===== src/rtl/ex_muldiv_ctrl_if.sv =====
// rtl/ex_muldiv_ctrl_if.sv - EX-stage mul/div request and result bundle
interface ex_muldiv_ctrl_if #(
    parameter int XLEN = 32
);
    logic            start_ex;
    logic [1:0]      MulDivOp_ex;
    logic [XLEN-1:0] opA_ex;
    logic [XLEN-1:0] opB_ex;
    logic            flush;
    logic            stall;
    logic            busy;
    logic            result_valid;
    logic [XLEN-1:0] MulDivResult_ex;

    modport master (
        output start_ex, MulDivOp_ex, opA_ex, opB_ex, flush,
        input  stall, busy, result_valid, MulDivResult_ex
    );

    modport slave (
        input  start_ex, MulDivOp_ex, opA_ex, opB_ex, flush,
        output stall, busy, result_valid, MulDivResult_ex
    );
endinterface


===== src/rtl/ex_muldiv_ctrl.sv =====
// rtl/ex_muldiv_ctrl.sv - iterative unsigned mul/div unit that stalls the EX stage
module ex_muldiv_ctrl #(
    parameter int XLEN = 32
) (
    input  logic           clk,
    input  logic           reset,
    ex_muldiv_ctrl_if.slave io
);
    localparam logic [1:0] S_IDLE = 2'd0;
    localparam logic [1:0] S_BUSY = 2'd1;
    localparam logic [1:0] S_DONE = 2'd2;
    localparam logic [5:0] LAST_ITER = 6'(XLEN - 1);

    logic [1:0]        state;
    logic [5:0]        iter_cnt;
    logic [1:0]        op_q;
    logic [XLEN-1:0]   opb_q;
    logic [2*XLEN-1:0] acc;
    logic [XLEN-1:0]   result_q;

    logic [XLEN:0]     mul_sum;
    logic [2*XLEN-1:0] mul_next;
    logic [XLEN:0]     div_shift;
    logic [XLEN:0]     div_trial;
    logic [2*XLEN-1:0] div_next;
    logic [2*XLEN-1:0] acc_next;

    // Both operations keep the running high word in acc[63:32] and the
    // multiplier / dividend-turned-quotient in acc[31:0], so one register serves both.
    always_comb begin
        mul_sum   = {1'b0, acc[2*XLEN-1:XLEN]} + (acc[0] ? {1'b0, opb_q} : '0);
        mul_next  = {mul_sum, acc[XLEN-1:1]};
        div_shift = {acc[2*XLEN-1:XLEN], acc[XLEN-1]};
        div_trial = div_shift - {1'b0, opb_q};
        div_next  = div_trial[XLEN] ? {div_shift[XLEN-1:0], acc[XLEN-2:0], 1'b0}
                                    : {div_trial[XLEN-1:0], acc[XLEN-2:0], 1'b1};
        acc_next  = op_q[1] ? div_next : mul_next;
    end

    always_ff @(posedge clk) begin
        if (reset) begin
            state    <= S_IDLE;
            iter_cnt <= '0;
            op_q     <= '0;
            opb_q    <= '0;
            acc      <= '0;
            result_q <= '0;
        end else begin
            case (state)
                S_IDLE: begin
                    if (io.start_ex && !io.flush) begin
                        op_q     <= io.MulDivOp_ex;
                        opb_q    <= io.opB_ex;
                        acc      <= {{XLEN{1'b0}}, io.opA_ex};
                        iter_cnt <= '0;
                        state    <= S_BUSY;
                    end
                end
                S_BUSY: begin
                    if (io.flush) begin
                        state <= S_IDLE;
                    end else begin
                        acc      <= acc_next;
                        iter_cnt <= iter_cnt + 6'd1;
                        if (iter_cnt == LAST_ITER) begin
                            // MUL/DIVU take the low word, MULHU/REMU the high word.
                            result_q <= op_q[0] ? acc_next[2*XLEN-1:XLEN] : acc_next[XLEN-1:0];
                            state    <= S_DONE;
                        end
                    end
                end
                S_DONE:  state <= S_IDLE;
                default: state <= S_IDLE;
            endcase
        end
    end

    always_comb begin
        io.stall           = !reset && ((state == S_BUSY) ||
                             ((state == S_IDLE) && io.start_ex && !io.flush));
        io.busy            = (state == S_BUSY);
        io.result_valid    = (state == S_DONE) && !io.flush;
        io.MulDivResult_ex = result_q;
    end
endmodule


===== src/flat_wrapper.sv =====
// flat-port wrapper written by rule: the top's interface ports become plain ports
module ex_muldiv_ctrl_flat 
#(
    parameter int XLEN = 32
)
  (clk, reset, io_start_ex, io_MulDivOp_ex, io_opA_ex, io_opB_ex, io_flush, io_stall, io_busy, io_result_valid, io_MulDivResult_ex);
  ex_muldiv_ctrl_if #(.XLEN(XLEN)) io_i ();
  input  logic clk;
  input  logic reset;
  input wire logic [$bits(io_i.start_ex)-1:0] io_start_ex;
  input wire logic [$bits(io_i.MulDivOp_ex)-1:0] io_MulDivOp_ex;
  input wire logic [$bits(io_i.opA_ex)-1:0] io_opA_ex;
  input wire logic [$bits(io_i.opB_ex)-1:0] io_opB_ex;
  input wire logic [$bits(io_i.flush)-1:0] io_flush;
  output wire logic [$bits(io_i.stall)-1:0] io_stall;
  output wire logic [$bits(io_i.busy)-1:0] io_busy;
  output wire logic [$bits(io_i.result_valid)-1:0] io_result_valid;
  output wire logic [$bits(io_i.MulDivResult_ex)-1:0] io_MulDivResult_ex;
  assign io_i.start_ex = io_start_ex;
  assign io_i.MulDivOp_ex = io_MulDivOp_ex;
  assign io_i.opA_ex = io_opA_ex;
  assign io_i.opB_ex = io_opB_ex;
  assign io_i.flush = io_flush;
  assign io_stall = io_i.stall;
  assign io_busy = io_i.busy;
  assign io_result_valid = io_i.result_valid;
  assign io_MulDivResult_ex = io_i.MulDivResult_ex;
  ex_muldiv_ctrl #(.XLEN(XLEN)) u_core (.clk(clk), .reset(reset), .io(io_i));
endmodule

===== config.mk =====
export PLATFORM = sky130hd
export DESIGN_NAME = ex_muldiv_ctrl_flat
export DESIGN_NICKNAME = d
export VERILOG_FILES = /design/src/rtl/ex_muldiv_ctrl_if.sv /design/src/rtl/ex_muldiv_ctrl.sv /design/src/flat_wrapper.sv
export SDC_FILE = /design/constraint.sdc
export NUM_CORES = 1
export LEC_CHECK = 0
export CORE_ASPECT_RATIO = 0.5
export CORE_MARGIN = 2
export CORE_UTILIZATION = 58
export DETAILED_ROUTE_END_ITERATION = 10
export PLACE_DENSITY = 0.91
export SLEW_MARGIN = 20
export SYNTH_ARGS = -nofsm -noshare
export SYNTH_HDL_FRONTEND = slang
export SYNTH_SLANG_ARGS = --single-unit

===== constraint.sdc =====
create_clock -name clk -period 4.4 [get_ports clk]
set_input_delay 0.88 -clock clk [delete_from_list [all_inputs] [get_ports clk]]
set_output_delay 0.88 -clock clk [all_outputs]
set_load 0.02 [all_outputs]

==> qor.yml, run 1 <==
root_buffer: "clkbuf_16"
synth_cell_type_count: 72
cts_tree: "yes"
vias_per_cell: 6.59
worstHoldPathType: "reg -> reg"
slew_headroom_pct: 28.9
grt_busiest_layer: "met1"
maxCapViolCount: 0
die_w_microns: 191
synth_seq_cells: 138
setup_tns_ns: 0
syn-instance-count: 1363
cp_max_fo: 19
slowest_delay_ns: 0.46
dp.cells: 1660
drt_iter0_markers: 1389
rrSetupSlack_ns: 0.20
rows: 34
hold_buffers: 0
yosysSeqAreaShare_pct: 27.2
cts_setup_buffers: 0
fp.coreArea_sq_um: 17300
syn_area_sq_um: 10200
postRouteAntennaNets: 0
rsz0062_at_grt: "no"
tightest_slew_ns: 1.07
grt_pass1_vias: 10176
met2_usage_pct: 58.9
ys_warn_count: 0
initial_core_util_pct: 58.8
num_antenna_cells: 0
wl_microns: 39000
port_buffers: 104
die-area_sq_um: 18600
period_share_pct: 95.5
grtUsageMet3_pct: 14.8
use_met1_pct: 62.2
synthArstFlopShare_pct: 0
power_density_nw_per_um2: 296
synth_ff_type: "dfxtp_1"
path_cells: "buf_4 -> and2_1 -> ha_1 -> a2111oi_0 -> o21ai_0 -> a21oi_1 -> o2bb2ai_1 -> a41oi_1 -> buf_4 -> o21bai_1 -> xnor2_1 -> o21ai_0 -> a311oi_1 -> nor3_1"
drc: 0
crit_slowest_cell: "a2111oi_0"
end_kind: "register"
grt_max_degree: 93
synth.top_cells.by_area: "dfxtp_1 (27%), nand2_1 (8.4%), ha_1 (8.0%)"
drive_gt1_share_pct: 7.34
drtPass1Iterations: 6
finalNonFillerCells: 1692
syn_nets: 1500
slew_viol_final: 0
max-clock-path-buffers: 2
leakage_uw: 0.00475
grt_use_total_pct: 41.9
crit_path_start_kind: "register"
status: "finished, final reports clean"
fin_nets: 1582
cp_data_required_time_ns: 4.70
dp_hpwl_microns: 29100
yosys.area.top_type: "dfxtp_1"
clock_skew_ns: 0.0132
place_congestion: 1.06
arrival_ns: 4.51
finalHoldViolations: 0
synth_edf_count: 0
ctsResizeCount: 0
max_freq_mhz: 238
clkLatencyLatePin_ns: 0.44
clock_sinks: 138
cts_buffers: 17
htreeDepth: 4
grt.overflow.total: 0
syn_avg_cell_area_sq_um: 7.45
path_class: "reg -> reg"
grt_pass1_wl_microns: 59900
pin_count: 105
antenna_found_initial: 0
post-route-min-period_ns: 4.20
clkTransAtPathRegs_ns: 0.07
vias: 11143
setup_viol: 0
synth_common_cells: "nand2_1 (228), a21oi_1 (157), dfxtp_1 (138)"
syn_to_final_growth_pct: 18.6
synth.most_common_cell: "nand2_1"
ir_drop_v: 0.000339
die_y_microns: 97.6
yosysTopAreaCellShare_pct: 27.2
wl_per_cell_microns: 23.0
area by class of cell:
| type | count | area (sq um) |
|---|---|---|
| inverter | 50 | 188 |
| tap | 234 | 293 |
| clock inverter | 14 | 128 |
| multi-input combinational | 1092 | 6880 |
| sequential | 138 | 2770 |
| timing repair buffer | 146 | 1350 |
| clock buffer | 18 | 439 |
| fill | 1364 | 5220 |
sequential cells by signal (all words and copies together) (netlist names):
signal                     cells
u_core.acc                    64
u_core.io.MulDivResult_ex     32
u_core.iter_cnt                6
u_core.op_q                    2
u_core.opb_q                  32
u_core.state                   2
critical path, delay by kind of cell (launching register included):
kind	cells	cell delay, ns
XOR/XNOR	1	0.19
AO/OA/AOI/OAI	8	2.44
adder cells (fa/ha/maj)	1	0.39
AND/OR/NAND/NOR	2	0.28
flip-flops	1	0.34
buffers and inverters	2	0.41
where the power goes:
| part | leakage (uW) | internal (uW) | switching [uW] | total, uW |
|---|---|---|---|---|
| combinational | 0.00336 | 299 | 509 | 808 |
| clock | 0.000274 | 758 | 660 | 1420 |
| sequential | 0.00112 | 1290 | 49.2 | 1340 |
| total | 0.00475 | 2350 | 1220 | 3560 |
cells by family (layout without fill, tap and decap cells):
logic type	after synthesis	count (layout)	share of synthesized area, %
DFF	138	138	27.2
adders and majority gates	67	67	8.40
buffers and inverters	133	228	5.21
xor gates and xnor gates	54	54	4.66
and+or+nand+nor	466	466	21.0
AOI/OAI and AO/OA	458	458	28.8
muxes	47	47	4.73
metrics by stage:
step | setup WS [ns] | hold slack (ns) | area, sq um | power, uW | utilization (%)
floorplan | 1.21 | 0.441 | 10200 | 1840 | -
global placement | 0.211 | 0.454 | 11500 | 2110 | 66.5
detailed placement | 0.354 | 0.463 | 11500 | 2130 | 66.5
CTS | 0.304 | 0.473 | 12000 | 3520 | 69.8
global route | 0.0466 | 0.490 | 12000 | 3660 | 69.8
finish | 0.197 | 0.469 | 12000 | 3560 | 69.8
cell usage in the layout (no fill, tap or decap), drive strengths merged, types with 36 or more instances in the layout:
cell type,Yosys,layout
a21o,36,36
a21oi,157,157
and2,38,38
buf,11,43
clkdlybuf4s50,0,103
dfxtp,138,138
ha,65,65
inv,50,57
mux2i,39,39
nand2,228,228
nor2,76,76
o211ai,41,41
o21ai,94,94
path summary, 6_finish.rpt:
check	cells past startpoint	end	from
setup / recovery	14	u_core.io.MulDivResult_ex[26]	u_core.acc[0]
hold / removal	2	u_core.opb_q[14]	u_core.opb_q[14]
setup reg to reg	14	u_core.io.MulDivResult_ex[26]	u_core.acc[0]
hold reg to reg	2	u_core.opb_q[14]	u_core.opb_q[14]
layer usage:
metal	vias up	part of all wire (%)
li1	5085	-
met1	5247	44
met2	763	39
met3	48	15
met4	0	1.1
met5	-	0
Power figures use the tool's default switching activity.
==> run 2: changes to the inputs <==
CORE_MARGIN = default   (was 2)
==> run 2 against run 1 <==
Register-to-register slack got worse by 0.02 ns. Non-clock buffer count is 12 lower. Critical path type unchanged. Clock skew rose by 0.0010 ns. Global-route usage decreased by 1.3 points. Combinational power shrank 5.8%. Worst hold slack improved by 0.0019 ns.
==> qor.yml, run 2 (synthesis gave the netlist of run 1 again) <==
place_area_sq_um: 11400  # was 11500 sq um
post-route-min-period_ns: 4.22  # was 4.20 ns
final-seq-area_sq_um: 2770  # unchanged
cts_setup_buffers: 0  # unchanged
fill_cells: 1369  # was 1364
root_buffer: "clkbuf_16"  # unchanged
maxCapViolCount: 0  # unchanged
top_register: "u_core.acc"  # unchanged
pwr-share-comb_pct: 21.7  # was 22.7%
critical_path.startpoint: "u_core.acc[31]"  # was u_core.acc[0]
whs_path_depth: 2  # unchanged
ir_drop_v: 0.000321  # was 0.000339 V
crit_slowest_cell: "a211oi_1"  # was a2111oi_0
setup_viol: 0  # unchanged
worstHoldStart: "u_core.opb_q[15]"  # was u_core.opb_q[14]
layout_common_cells: "nand2_1 (228), a21oi_1 (157), dfxtp_1 (137)"  # unchanged
rrSetupSlack_ns: 0.18  # was 0.20 ns
vias_per_cell: 6.66  # was 6.59
worstHoldPathType: "reg -> reg"  # unchanged
tightest_slew_ns: 0.893  # was 1.07 ns
power_density_nw_per_um2: 294  # was 296 nW/um^2
cts_buffers: 17  # unchanged
port_buffers: 104  # unchanged
wl_microns: 37000  # was 39000 microns
grt_pass1_wl_microns: 55900  # was 59900 microns
grt_max_degree: 63  # was 93
clkTransAtPathRegs_ns: 0.06  # was 0.07 ns
cp_max_fo: 30  # was 19
r2r-start: "u_core.acc[31]"  # was u_core.acc[0]
rows: 33  # was 34
max_freq_mhz: 237  # was 238 MHz
path_class: "reg -> reg"  # unchanged
power_frac_seq_pct: 38.1  # was 37.5%
place_congestion: 1.11  # was 1.06
clock_sinks: 138  # unchanged
syn_to_final_growth_pct: 17.5  # was 18.6%
clock_skew_ns: 0.0143  # was 0.0132 ns
rsz0062_at_grt: "no"  # unchanged
whs_endpoint: "u_core.opb_q[15]"  # was u_core.opb_q[14]
arrival_ns: 4.60  # was 4.51 ns
swShare_pct: 32.8  # was 34.2%
vias: 11137  # about the same
p_switching_uw: 1150  # was 1220 uW
p_clk_share_pct: 40.2  # was 39.8%
grt_use_total_pct: 40.7  # was 41.9%
die-area_sq_um: 18100  # was 18600 sq um
max-clock-path-buffers: 2  # unchanged
finalHoldViolations: 0  # unchanged
end_kind: "register"  # unchanged
cts_tree: "yes"  # unchanged
postRouteAntennaNets: 0  # unchanged
antenna_found_initial: 2  # was 0
initial_core_util_pct: 60.7  # was 58.8%
slowest_delay_ns: 0.60  # was 0.46 ns
setup_tns_ns: 0  # unchanged
wl_per_cell_microns: 22.1  # was 23.0 microns
slew_headroom_pct: 40.4  # was 28.9%
drtPass1Iterations: 8  # was 6
leakage_uw: 0.00469  # was 0.00475 uW
path_cells: "inv_1 -> ha_1 -> fa_1 -> nand2b_1 -> a21oi_1 -> o211ai_1 -> o211ai_1 -> and4_1 -> nor3_4 -> nor2_4 -> buf_4 -> mux2i_1 -> a211oi_1 -> o221a_2"  # was buf_4 -> and2_1 -> ha_1 -> a2111oi_0 -> o21ai_0 -> a21oi_1 -> o2bb2ai_1 -> a41oi_1 -> buf_4 -> o21bai_1 -> xnor2_1 -> o21ai_0 -> a311oi_1 -> nor3_1
dp_hpwl_microns: 26900  # was 29100 microns
clkLatencyLatePin_ns: 0.44  # about the same
crit_path_start_kind: "register"  # unchanged
pin_count: 105  # unchanged
path_common_cell: "o211ai_1"
fp.coreArea_sq_um: 16700  # was 17300 sq um
p_int_uw: 2360  # was 2350 uW
drt_iter0_markers: 1587  # was 1389
final_common_cell: "nand2_1"  # unchanged
drive_gt1_share_pct: 6.43  # was 7.34%
num_antenna_cells: 0  # unchanged
fin_nets: 1570  # was 1582
status: "finished, final reports clean"  # unchanged
multi_input_area_sq_um: 6880  # unchanged
largest_reg_flops: 64  # unchanged
drc: 0  # unchanged
grt_pass1_vias: 9953  # was 10.2k
reg2reg_to: "u_core.io.MulDivResult_ex[8]"  # was u_core.io.MulDivResult_ex[26]
hold_buffers: 0  # unchanged
cp_data_required_time_ns: 4.77  # was 4.70 ns
r2r_cells: 14  # unchanged
ctsResizeCount: 0  # unchanged
grt.overflow.total: 0  # unchanged
htreeDepth: 4  # unchanged
final_area_sq_um: 11900  # was 12000 sq um
period_share_pct: 96.0  # was 95.5%
die_w_microns: 189  # was 191 microns
slew_viol_final: 0  # unchanged
die_y_microns: 95.6  # was 97.6 microns
==> run 2: changes by cell type in the layout (fill, tap and decap cells not counted), sizes merged <==
| cell | delta |
|---|---|
| clkbuf | +1 |
| clkinv | +1 |
| buf | -12 |
| inv | -3 |
| bufinv | +1 |
==> run 2: layer usage <==
layer | global-route usage, % | up-vias | share of wire, %
met4 | 9.74 | 4 | 1.5
met5 | 0.549 | - | 0.089
met3 | 14.6 | 73 | 15
li1 | - | 5067 | -
met2 | 57.4 | 731 | 39
met1 | 57.9 | 5262 | 44
==> run 2: area by class of cell <==
cell class                 instances  area share (%)
clock buffer                      19            3.63
clock inverter                    13            1.01
timing repair buffer             134            10.6
multi-input combinational       1092            57.6
inverter                          50            1.57
sequential                       138            23.2
tap                              227            2.38
==> run 2: worst max path at each step <==
| stage | to | slack (ns) |
|---|---|---|
| after global placement | u_core.io.MulDivResult_ex[5] | 0.48 |
| final | u_core.io.MulDivResult_ex[8] | 0.18 |
| after CTS | u_core.io.MulDivResult_ex[5] | 0.37 |
| after detailed placement | u_core.io.MulDivResult_ex[5] | 0.40 |
| after floorplan | io_stall | 1.21 |
| after global routing | u_core.io.MulDivResult_ex[21] | 0.07 |
==> run 2: critical path, delay by kind of cell (launching register included) <==
kind                     cells  cell delay [ns]
multiplexers                 1             0.19
AO/OA/AOI/OAI                5             1.66
buffers and inverters        2             0.45
flip-flops                   1             0.36
adder cells (fa/ha/maj)      2             0.69
AND/OR/NAND/NOR              4             0.80
==> run 2: through the flow <==
step | setup slack [ns] | std cells | power [uW] | hold slack, ns | util (%)
floorplan | 1.21 | 1363 | 1840 | 0.441 | -
global placement | 0.483 | 1641 | 2070 | 0.457 | 68.1
detailed placement | 0.400 | 1641 | 2090 | 0.461 | 68.1
CTS | 0.375 | 1673 | 3470 | 0.469 | 71.4
global route | 0.0719 | 1673 | 3610 | 0.497 | 71.4
finish | 0.176 | 1673 | 3510 | 0.471 | 71.4
==> run 2: power by group through the flow <==
stage | clock (uW) | sequential (uW) | combinational (uW)
floorplan | 0 | 1340 | 504
global placement | 0 | 1360 | 714
detailed placement | 0 | 1360 | 725
CTS | 1400 | 1330 | 731
global route | 1460 | 1340 | 813
finish | 1410 | 1340 | 761
==> run 3: changes to the inputs <==
CTS_CLUSTER_DIAMETER = 200   (was default)
PLACE_DENSITY = 0.81   (was 0.91)
TNS_END_PERCENT = 30   (was default)
==> run 3 against run 2 <==
Fmax increased by 1.1%. Register-to-register slack gained 0.04 ns. Wire length is 0.50% lower. Cell count rose by 0.36%. Largest cell class unchanged. Highest routed layer is now met4.
==> qor.yml, run 3 (synthesis gave the netlist of run 1 again) <==
status: "finished, final reports clean"  # unchanged
clkTransAtPathRegs_ns: 0.07  # was 0.06 ns
drt_iter0_markers: 1316  # was 1587
reg2reg_to: "u_core.acc[34]"  # was u_core.io.MulDivResult_ex[8]
pin_count: 105  # unchanged
grt_pass1_wl_microns: 56500  # was 55900 microns
whs_endpoint: "u_core.opb_q[10]"  # was u_core.opb_q[15]
cts_tree: "yes"  # unchanged
dp_hpwl_microns: 26500  # was 26900 microns
slew_headroom_pct: 36.1  # was 40.4%
post-route-min-period_ns: 4.18  # was 4.22 ns
port_buffers: 104  # unchanged
drtPass1Iterations: 6  # was 8
worstHoldPathType: "reg -> reg"  # unchanged
wl_met3_microns: 5690  # was 5530 microns
grt.overflow.total: 0  # unchanged
drc: 0  # unchanged
rsz0062_at_grt: "no"  # unchanged
syn_to_final_growth_pct: 18.1  # was 17.5%
setup_viol: 0  # unchanged
max-clock-path-buffers: 2  # unchanged
num_antenna_cells: 0  # unchanged
setup_tns_ns: 0  # unchanged
initial_core_util_pct: 60.7  # unchanged
end_kind: "register"  # unchanged
wl_microns: 36800  # was 37000 microns
maxCapViolCount: 0  # unchanged
power.total_uw: 3530  # was 3510 uW
slew_viol_final: 0  # unchanged
root_buffer: "clkbuf_16"  # unchanged
die-area_sq_um: 18100  # unchanged
cts_buffers: 17  # unchanged
cts_setup_buffers: 0  # unchanged
layout_common_cells: "nand2_1 (228), a21oi_1 (157), dfxtp_1 (137)"  # unchanged
vias_per_cell: 6.63  # was 6.66
clkLatencyLatePin_ns: 0.44  # about the same
r2r-start: "u_core.opb_q[13]"  # was u_core.acc[31]
tightest_slew_ns: 0.950  # was 0.893 ns
fp.coreArea_sq_um: 16700  # unchanged
leakage_uw: 0.00472  # was 0.00469 uW
drive_gt1_share_pct: 6.75  # was 6.43%
path_class: "reg -> reg"  # unchanged
antenna_found_initial: 1  # was 2
wl_met2_microns: 14400  # was 14600 microns
postRouteAntennaNets: 0  # unchanged
crit_path_start_kind: "register"  # unchanged
final_common_cell: "nand2_1"  # unchanged
grt_max_degree: 74  # was 63
die_w_microns: 189  # unchanged
rows: 33  # unchanged
die_y_microns: 95.6  # unchanged
wl_per_cell_microns: 21.9  # was 22.1 microns
power_density_nw_per_um2: 294  # about the same
cp_data_required_time_ns: 4.74  # was 4.77 ns
top_layer_used: "met4"  # was met5
grt_use_total_pct: 41.0  # was 40.7%
vias: 11139  # about the same
max_freq_mhz: 239  # was 237 MHz
grt_pass1_vias: 10145  # was 9953
largest_reg_flops: 64  # unchanged
r2r_cells: 13  # was 14
rrSetupSlack_ns: 0.22  # was 0.18 ns
ir_drop_v: 0.000263  # was 0.000321 V
worstHoldStart: "u_core.opb_q[10]"  # was u_core.opb_q[15]
cp_max_fo: 14  # was 30
top_register: "u_core.acc"  # unchanged
arrival_ns: 4.52  # was 4.60 ns
whs_path_depth: 2  # unchanged
htreeDepth: 4  # unchanged
finalHoldViolations: 0  # unchanged
clock_skew_ns: 0.0173  # was 0.0143 ns
wl_met1_microns: 16000  # was 16200 microns
place_congestion: 1.01  # was 1.11
period_share_pct: 95.0  # was 96.0%
fin_nets: 1576  # was 1570
clock_sinks: 138  # unchanged
## run 3: cell types whose count changed in the layout (fill, tap and decap cells not counted), sizes merged
cell      before  now
buf           31   37
clkinv         6    5
clkinvlp       2    1
inv           54   56
## run 3: cell type report
cell class	count	area (sq um)
clock inverter	13	133
timing repair buffer	140	1310
clock buffer	19	433
multi-input combinational	1092	6880
tap	227	284
sequential	138	2770
inverter	50	188
fill	1318	4730
## run 3: worst max-delay path by stage
stage               cells after the start        startpoint                           end  slack (ns)
CTS                                    13  u_core.opb_q[18]                u_core.acc[34]        0.26
global placement                       12  u_core.opb_q[16]  u_core.io.MulDivResult_ex[2]        0.57
global route                           13  u_core.opb_q[18]                u_core.acc[34]        0.03
detailed placement                     13  u_core.opb_q[18]  u_core.io.MulDivResult_ex[2]        0.43
finish                                 13  u_core.opb_q[13]                u_core.acc[34]        0.22
floorplan                               4          io_flush                      io_stall        1.21
## run 3: through the flow
stage	instance area (sq um)	worst slack, ns	instances	util, %	hold slack (ns)
6_report	12000	0.220	1679	71.7	0.464
5_1_grt	12000	0.0251	1679	71.7	0.486
3_5_place_dp	11400	0.426	1647	68.3	0.458
3_3_place_gp	11400	0.573	1647	68.3	0.456
4_1_cts	12000	0.257	1679	71.7	0.467
2_1_floorplan	10200	1.21	1363	-	0.441
## run 3: power by group
group | leakage [uW] | switching, uW | internal, uW
Sequential | 0.00112 | 45.0 | 1290
Combinational | 0.00333 | 461 | 291
Clock | 0.000275 | 650 | 794
Total | 0.00472 | 1160 | 2370
## run 3: critical path, cell delays in order, from the launching register on
cell       delay, ns
dfxtp_1         0.36
inv_1           0.07
ha_1            0.37
a21oi_1         0.18
o2111ai_1       0.21
a2111oi_2       0.42
o211ai_1        0.23
and4_1          0.32
o21ai_0         0.36
nand2_1         0.42
buf_4           0.31
o21ai_1         0.39
a21oi_1         0.20
nor3_1          0.26
## run 3: layer usage
metal  up-vias  global-route usage (%)
met2       769                    58.6
met5         -                       0
met3        80                    14.8
met1      5215                    57.7
li1       5075                       -
met4         0                    10.3
## run 3: repair_timing
action / 4_1_cts / 5_1_grt
resized for setup: 0 / 1
hold buffers: 0 / 0
setup endpoints to repair: 0 / 2
